<file path="config.mk">
export PLATFORM = sky130hd
export DESIGN_NAME = systolic_result_drain
export DESIGN_NICKNAME = d
export VERILOG_FILES = /design/src/rtl/systolic_result_drain_pkg.sv /design/src/rtl/systolic_result_drain_saturate.sv /design/src/rtl/systolic_result_drain.sv
export SDC_FILE = /design/constraint.sdc
export NUM_CORES = 1
export LEC_CHECK = 0
export ABC_CLOCK_PERIOD_IN_PS = 9900
export CAP_MARGIN = 20
export CORE_MARGIN = 5
export CORE_UTILIZATION = 44
export DETAILED_ROUTE_END_ITERATION = 16
export GPL_TIMING_DRIVEN = 0
export SLEW_MARGIN = 15
export SYNTH_ARGS = -nofsm -noshare
export SYNTH_HDL_FRONTEND = slang
export SYNTH_HIERARCHICAL = 1
export SYNTH_SLANG_ARGS = --single-unit
</file>
<file path="constraint.sdc">
create_clock -name clk -period 9.9 [get_ports clk]
set_input_delay 1.485 -clock clk [delete_from_list [all_inputs] [get_ports clk]]
set_output_delay 1.485 -clock clk [all_outputs]
set_load 0.05 [all_outputs]
</file>
<file path="src/rtl/systolic_result_drain_pkg.sv">
// Shared definitions for the systolic result drain stage.
// Default sizes, FSM state encoding and index-width helper.
package systolic_result_drain_pkg;

    localparam int DEF_DATAWIDTH = 8;
    localparam int DEF_N_SIZE    = 5;
    localparam int DEF_OUT_WIDTH = 16;

    typedef enum logic [1:0] {
        IDLE    = 2'd0,
        CAPTURE = 2'd1,
        DRAIN   = 2'd2
    } state_e;

    // Width of a row/column index; never zero so N_SIZE==1 still has a port.
    function automatic int idx_w(input int n);
        return (n > 1) ? $clog2(n) : 1;
    endfunction

endpackage

</file>
<file path="src/rtl/systolic_result_drain_saturate.sv">
// Unsigned narrowing of one result element.
// Clips to all ones when the value does not fit, else passes it through.
module systolic_result_drain_saturate #(
    parameter int IN_W  = 16,
    parameter int OUT_W = 16
) (
    input  logic [IN_W-1:0]  data_i,
    output logic [OUT_W-1:0] data_o,
    output logic             sat_o
);

    if (OUT_W >= IN_W) begin : g_ext
        assign data_o = OUT_W'(data_i);
        assign sat_o  = 1'b0;
    end else begin : g_clip
        logic over;
        assign over   = |data_i[IN_W-1:OUT_W];
        assign data_o = over ? {OUT_W{1'b1}} : data_i[OUT_W-1:0];
        assign sat_o  = over;
    end

endmodule

</file>
<file path="src/rtl/systolic_result_drain.sv">
// Captures N_SIZE result rows from the array into a local buffer,
// then streams the elements row-major over valid/ready, narrowed.
module systolic_result_drain
    import systolic_result_drain_pkg::*;
#(
    parameter int DATAWIDTH = DEF_DATAWIDTH,
    parameter int N_SIZE    = DEF_N_SIZE,
    parameter int OUT_WIDTH = DEF_OUT_WIDTH,
    localparam int CW = 2 * DATAWIDTH,
    localparam int IW = idx_w(N_SIZE)
) (
    input  logic                   clk,
    input  logic                   rst_n,
    input  logic                   valid_in,
    input  logic [N_SIZE*CW-1:0]   row_in,
    output logic                   out_valid,
    input  logic                   out_ready,
    output logic [OUT_WIDTH-1:0]   out_data,
    output logic [IW-1:0]          out_row,
    output logic [IW-1:0]          out_col,
    output logic                   out_last,
    output logic                   out_sat,
    output logic                   busy,
    output logic                   overflow,
    input  logic                   clear_overflow
);

    localparam logic [IW-1:0] LAST = IW'(N_SIZE - 1);

    state_e                state_q, state_d;
    logic [IW-1:0]         cap_q, cap_d;
    logic [IW-1:0]         row_q, row_d;
    logic [IW-1:0]         col_q, col_d;
    logic                  ovf_q, ovf_d;
    logic                  wr_en;
    logic [IW-1:0]         wr_row;
    logic [N_SIZE*CW-1:0]  mem_q [N_SIZE];
    logic [N_SIZE*CW-1:0]  rd_row;
    logic [CW-1:0]         elem;
    logic [OUT_WIDTH-1:0]  sat_data;
    logic                  sat_flag;
    logic                  drain;
    logic                  at_last;

    assign drain   = (state_q == DRAIN);
    assign at_last = (row_q == LAST) && (col_q == LAST);

    // Next state, capture/drain counters and buffer write select.
    always_comb begin
        state_d = state_q;
        cap_d   = cap_q;
        row_d   = row_q;
        col_d   = col_q;
        wr_en   = 1'b0;
        wr_row  = cap_q;
        unique case (state_q)
            IDLE: begin
                if (valid_in) begin
                    wr_en  = 1'b1;
                    wr_row = '0;
                    if (N_SIZE == 1) begin
                        state_d = DRAIN;
                    end else begin
                        state_d = CAPTURE;
                        cap_d   = IW'(1);
                    end
                end
            end
            CAPTURE: begin
                if (valid_in) begin
                    wr_en = 1'b1;
                    if (cap_q == LAST) begin
                        state_d = DRAIN;
                        cap_d   = '0;
                    end else begin
                        cap_d = cap_q + 1'b1;
                    end
                end
            end
            DRAIN: begin
                if (out_ready) begin
                    if (at_last) begin
                        state_d = IDLE;
                        row_d   = '0;
                        col_d   = '0;
                    end else if (col_q == LAST) begin
                        col_d = '0;
                        row_d = row_q + 1'b1;
                    end else begin
                        col_d = col_q + 1'b1;
                    end
                end
            end
            default: begin
                state_d = IDLE;
                cap_d   = '0;
                row_d   = '0;
                col_d   = '0;
            end
        endcase
    end

    // Sticky drop flag: a row arriving while draining wins over clear.
    always_comb begin
        ovf_d = ovf_q;
        if (clear_overflow) ovf_d = 1'b0;
        if (drain && valid_in) ovf_d = 1'b1;
    end

    // Control state with asynchronous abort.
    always_ff @(posedge clk or negedge rst_n) begin
        if (!rst_n) begin
            state_q <= IDLE;
            cap_q   <= '0;
            row_q   <= '0;
            col_q   <= '0;
            ovf_q   <= 1'b0;
        end else begin
            state_q <= state_d;
            cap_q   <= cap_d;
            row_q   <= row_d;
            col_q   <= col_d;
            ovf_q   <= ovf_d;
        end
    end

    // Result buffer; contents are don't-care until rewritten.
    always_ff @(posedge clk) begin
        if (wr_en) mem_q[wr_row] <= row_in;
    end

    assign rd_row = mem_q[row_q];

    // Column select within the current drain row.
    always_comb begin
        elem = '0;
        for (int j = 0; j < N_SIZE; j++) begin
            if (col_q == IW'(j)) elem = rd_row[j*CW +: CW];
        end
    end

    systolic_result_drain_saturate #(
        .IN_W  (CW),
        .OUT_W (OUT_WIDTH)
    ) u_sat (
        .data_i (elem),
        .data_o (sat_data),
        .sat_o  (sat_flag)
    );

    assign out_valid = drain;
    assign out_data  = drain ? sat_data : '0;
    assign out_row   = drain ? row_q : '0;
    assign out_col   = drain ? col_q : '0;
    assign out_last  = drain & at_last;
    assign out_sat   = drain & sat_flag;
    assign busy      = (state_q != IDLE);
    assign overflow  = ovf_q;

endmodule

</file>
; After elaboration in Yosys (flattened, before gate mapping)
; Memory sizes are Yosys's and may differ from the RTL's.
; Cells that the tools add are included.
[totals]
memories = 1
reg_bits = 12
mem_bits_rw = 400
output_inout_bits = 27
[memory_table]
columns = name, depth, width, rd, rd_ports_with_merged_regs, write_ports, line
row1 = mem_q, 5, 80, 1, 0, 1, systolic_result_drain.sv:37  ; logic [N_SIZE*CW-1:0] mem_q [N_SIZE];
[op_classes]
bitwise = 3
reduce_logical = 11
eq_ne = 14
n_mux = 34
addsub = 3
[ops]
columns = operator, count
row1 = 2-to-1 mux 16 bit, 6
row2 = 2-to-1 mux 3 bit, 13
row3 = one-hot mux 3 bit (2 select lines), 2
row4 = 2-to-1 mux 2 bit, 5
row5 = "adder 3 x 1 -> 3 bit, second input constant", 3
row6 = "== test 3 bit, second input constant", 3
row7 = one-hot mux 3 bit (3 select lines), 1
row8 = "inequality test 2 bit, second input constant", 4
row9 = "== test 3 x 2 -> 1 bit, second input constant", 2
row10 = 2-to-1 mux 1 bit, 6
row11 = one-hot mux 2 bit (3 select lines), 1
row12 = AND reduction 3 bit, 2
row13 = AND reduction 5 bit, 1
row14 = nonzero test 2 bit, 2
row15 = "== test 3 x 1 -> 1 bit, second input constant", 1
row16 = zero test 3 bit, 1
row17 = "inequality test 3 x 1 -> 1 bit, second input constant", 1
row18 = "== test 2 x 1 -> 1 bit, second input constant", 1
row19 = "== test 2 bit, second input constant", 1
row20 = logical AND 1 bit, 2
row21 = zero test 2 bit, 1
row22 = "inequality test 2 x 1 -> 1 bit, second input constant", 1
row23 = NOT 1 bit, 2
row24 = AND reduction 2 bit, 1
row25 = other kinds (2), 2

; Depth between registers and ports, before layout
[depth]
word_depth = 7
depth_mapped = 10
ltp_nobuf = 7

; Modules after synthesis
; Netlist, hierarchy kept.
[modules_own_cells]
columns = module, cells_per_inst, area_per_inst_um2, n_inst
row1 = systolic_result_drain, 874, 16529.6, 1
row2 = systolic_result_drain_saturate, 18, 131.4, 1

; Least setup slack after synthesis
; No wires, ideal clock.
[synth_timing]
path_kind = input to register
from = input valid_in
to = memory mem_q[4][0] (netlist name) (enable)
path_slack_ps = -918
n_path_buf = 0
setup_time_ps = 744
stages = 4
required_time_ps = 9156
arrival_time_ps = 10074
cell_sequence = inv_1 > nor2_1 > nand2_1 > nor4b_1
[synth_via]
elab_chain_cells = 4
[synth_lines]
columns = item, line
row1 = "start, declared", systolic_result_drain.sv:14  ; input logic valid_in,
row2 = 2-to-1 mux 1 bit, "systolic_result_drain.sv:58, systolic_result_drain.sv:70"
row3 = 2-to-1 mux 1 bit, n/a
row4 = 2-to-1 mux 1 bit, systolic_result_drain.sv:129  ; if (wr_en) mem_q[wr_row] <= row_in;
row5 = 2-to-1 mux 1 bit (implied by the code), systolic_result_drain.sv:129
row6 = "end, declared", systolic_result_drain.sv:37
; Parallel ways exist; a longest one is shown, timed or not.

; Worst setup path in the final report
[layout_timing]
from = register col_q[1]
to = output out_data[13]
[layout_via]
elab_chain_cells = 7
[layout_lines]
columns = item, line
row1 = "start, declared", systolic_result_drain.sv:33  ; logic [IW-1:0] col_q, col_d;
row2 = "start signal, assigned", systolic_result_drain.sv:122  ; col_q <= col_d;
row3 = zero test 3 bit, systolic_result_drain.sv:138  ; if (col_q == IW'(j)) elem = rd_row[j*CW +: CW];
row4 = 2-to-1 mux 16 bit (4 in a row), systolic_result_drain.sv:138
row5 = 2-to-1 mux 16 bit (*), systolic_result_drain.sv:138
row6 = named net elem[13], systolic_result_drain.sv:39  ; logic [CW-1:0] elem;
row7 = 2-to-1 mux 16 bit (*), systolic_result_drain.sv:152  ; assign out_data = drain ? sat_data : '0;
row8 = "end, declared", systolic_result_drain.sv:18  ; output logic [OUT_WIDTH-1:0] out_data,
; The timed path passes the listed nets; every way through them passes the cells marked *.

==> flow_summary.json <==
{
  "status": "completed",
  "synthesis.area_um2": 16700,
  "dieArea_um2": 41900,
  "cp.depth": 11,
  "p_leak_nw": 6.52,
  "ctsResizeCount": 0,
  "synth-seq-cells": 412,
  "worstReg2RegEnd": "mem_q[3][65]$_DFFE_PP_",
  "drc": 0,
  "r2r_cells": 7,
  "synthXorXnorAreaFrac": 0,
  "cts_sinks": 412,
  "period_share": 0.603,
  "synthFlopType": "edfxtp_1",
  "max_slew.worst_pin.slew_ns": 0.800,
  "layout_min_cycle_time_ns": 5.97,
  "crit_chain": "inv_1, ha_1, buf_2, nand2_1, nand2_1, clkbuf_1, o22ai_1, a31o_1, buf_4, and2_1, clkdlybuf4s50_1",
  "htreeDepth": 2,
  "worst_skew_pair.late_latency_ns": 0.55,
  "cp_slowest_cell": "clkdlybuf4s50_1",
  "row_count": 71,
  "grt_first_pass_wirelength_um": 59600,
  "start_util": 0.444,
  "clk_path_buf_depth": 3,
  "rsz0062_at_grt": "false",
  "max_freq_ghz": 0.168,
  "grt_max_degree": 22,
  "port_buffers": 110,
  "syn_to_final_growth_pct": 22.2,
  "dpl.hpwl_um": 27700,
  "skew_ns": 0.0109,
  "cp-start-kind": "register",
  "post_dp_cell_area_um2": 19000,
  "dr.pass1.iters": 5,
  "initialDrtViolationCount": 765,
  "clk_pin_slew_ns": 0.06,
  "die_h_um": 205,
  "yosysWarnings": 6,
  "setup_tns_ns": 0,
  "hold_viol": 0,
  "min_path_type": "reg -> reg",
  "synthSimpleGateAreaFrac": 0.0495,
  "synth_adder_area_share": 0.00676,
  "cpLargestDelayFamily": "buffers and inverters",
  "wirelength_um": 39800,
  "overflow": 0,
  "syn_inst": 892,
  "post_cts_buffers": 0,
  "crit_fanout": 10,
  "numCtsBuffers": 43,
  "via_per_inst": 5.49,
  "cp.required_ns": 8.42,
  "finalSetupViolCount": 0,
  "worstHoldStart": "overflow$_DFFE_PN0P_",
  "ioPinCount": 112,
  "num-nets-final": 1179,
  "cap_violations": 0,
  "critical_path_class": "reg -> out",
  "hold-path-endpoint": "overflow$_DFFE_PN0P_",
  "final_common_cell": "edfxtp_1",
  "first_global_vias": 9225,
  "syn_nets": 986,
  "final_cell_mix": "edfxtp_1 (400), clkdlybuf4s50_1 (110), mux4_2 (80)",
  "num_vias": 8956,
  "gp_congestion": 0.791,
  "final_cell_area_um2": 20400,
  "critPathMaxStageDelay_ns": 0.72,
  "worst-path-buf-inv": 5,
  "synth_top_family_by_area": "multiplexers",
  "antenna_found_initial": 3,
  "cp-end-kind": "output port",
  "grt.total_usage": 0.191,
  "async_flop_share": 0.0291,
  "drive_above_1_share": 0.192,
  "cts_tree": "done",
  "synthMuxAreaShare": 0.127,
  "cpMostUsedCell": "nand2_1",
  "ys_seq_area_frac": 0.739,
  "r2r-start": "state_q[0]$_DFFE_PN0P_",
  "synth_cell_type_count": 42,
  "avgRoutedWirePerCell_um": 24.4,
  "synth_edf_count": 400,
  "ant_nets": 0,
  "synth_compound_area_frac": 0.0474,
  "power_density_nw_per_um2": 260,
  "holdPathStages": 2,
  "ir_drop_v": 0.000139,
  "core_area_um2": 37500,
  "cts_hold_buf": 0,
  "fp.dieW_um": 205,
  "slew_headroom": 0.467,
  "cts_root_buf": "clkbuf_16",
  "slew_viol_final": 0,
  "syn_avg_cell_area_um2": 18.7,
  "crit_arrival_ns": 4.48,
  "ff2ff_setup_slack_ns": 7.14
}
tightest hold or removal path: cells and delay by family, from the launching register on:
kind / cells / cell delay [ns]
buffers and inverters: 1 / 0.06
DFF: 1 / 0.37
AOI/OAI and AO/OA: 1 / 0.06
layer usage:
metal,global-route usage,part of all wire,up-vias
met4,0.0443,0.018,6
met1,0.275,0.45,4659
met3,0.0412,0.062,55
met2,0.303,0.47,257
met5,0,0.0010,-
li1,-,-,3979
registers in the layout (all words and copies together), names as in the netlist:
| name | flops |
|---|---|
| overflow | 1 |
| row_q | 3 |
| cap_q | 3 |
| col_q | 3 |
| mem_q | 400 |
| state_q | 2 |
how the worst max path moves through the flow:
stage	start	end	slack (ns)
floorplan	valid_in	mem_q[0][0]$_DFFE_PP_	2.25
global placement	valid_in	mem_q[0][54]$_DFFE_PP_	-3.98
detailed placement	col_q[0]$_DFFE_PN0P_	out_data[13]	4.56
CTS	col_q[1]$_DFFE_PN0P_	out_data[13]	3.97
global route	col_q[1]$_DFFE_PN0P_	out_data[13]	3.83
finish	col_q[1]$_DFFE_PN0P_	out_data[13]	3.93
cell families (layout without fill, tap and decap cells):
family | count (synthesis) | after routing
flip-flops | 412 | 412
AND/OR/NAND/NOR | 139 | 139
AO/OA/AOI/OAI | 122 | 122
multiplexers | 112 | 112
buffers and inverters | 97 | 324
adder cells (fa/ha/maj) | 9 | 9
other | 1 | 2
power by group:
part,total [mW],switching (mW),leakage [nW],internal [mW]
combinational,1.41,0.786,2.04,0.625
clock,1.59,0.644,0.674,0.942
sequential,2.30,0.0638,3.80,2.23
synthesized netlist by cell type, drive strengths merged, types with 2 or more instances:
cell type	instances	area, µm²
a211oi	3	22.5
a21oi	34	170
a31o	16	140
and2	20	125
and3	2	12.5
and3b	16	140
buf	38	275
clkbuf	32	120
dfrtp	12	300
edfxtp	400	12000
ha	9	113
inv	27	101
mux2i	32	320
mux4	80	1800
nand2	10	37.5
nand2b	35	219
nand3	33	165
nor2	12	45.0
nor3	2	10.0
nor3b	2	20.0
o2111ai	16	140
o21ai	26	130
o22ai	20	125
final cells by class:
type                       count  area, µm²
fill                        3016      17100
sequential                   412      12300
multi-input combinational    383       3900
timing repair buffer         148       1610
clock buffer                  52       1130
tap                          511        639
buffer                        70        395
clock inverter                27        255
inverter                      27        101
antenna                        1       2.50
per-stage QoR:
stage          hold slack [ns]  setup WS (ns)  total power [mW]   util  instances
6_report                 0.535           3.93              5.30  0.543       1631
5_1_grt                  0.568           3.83              5.52  0.543       1630
4_1_cts                  0.537           3.97              5.35  0.543       1630
3_5_place_dp             0.527           4.56              3.76  0.506       1551
3_3_place_gp             0.517          -3.98              3.73  0.491       1513
2_1_floorplan            0.507           2.25              3.23      -        892
(Power assumes the default switching activity.)
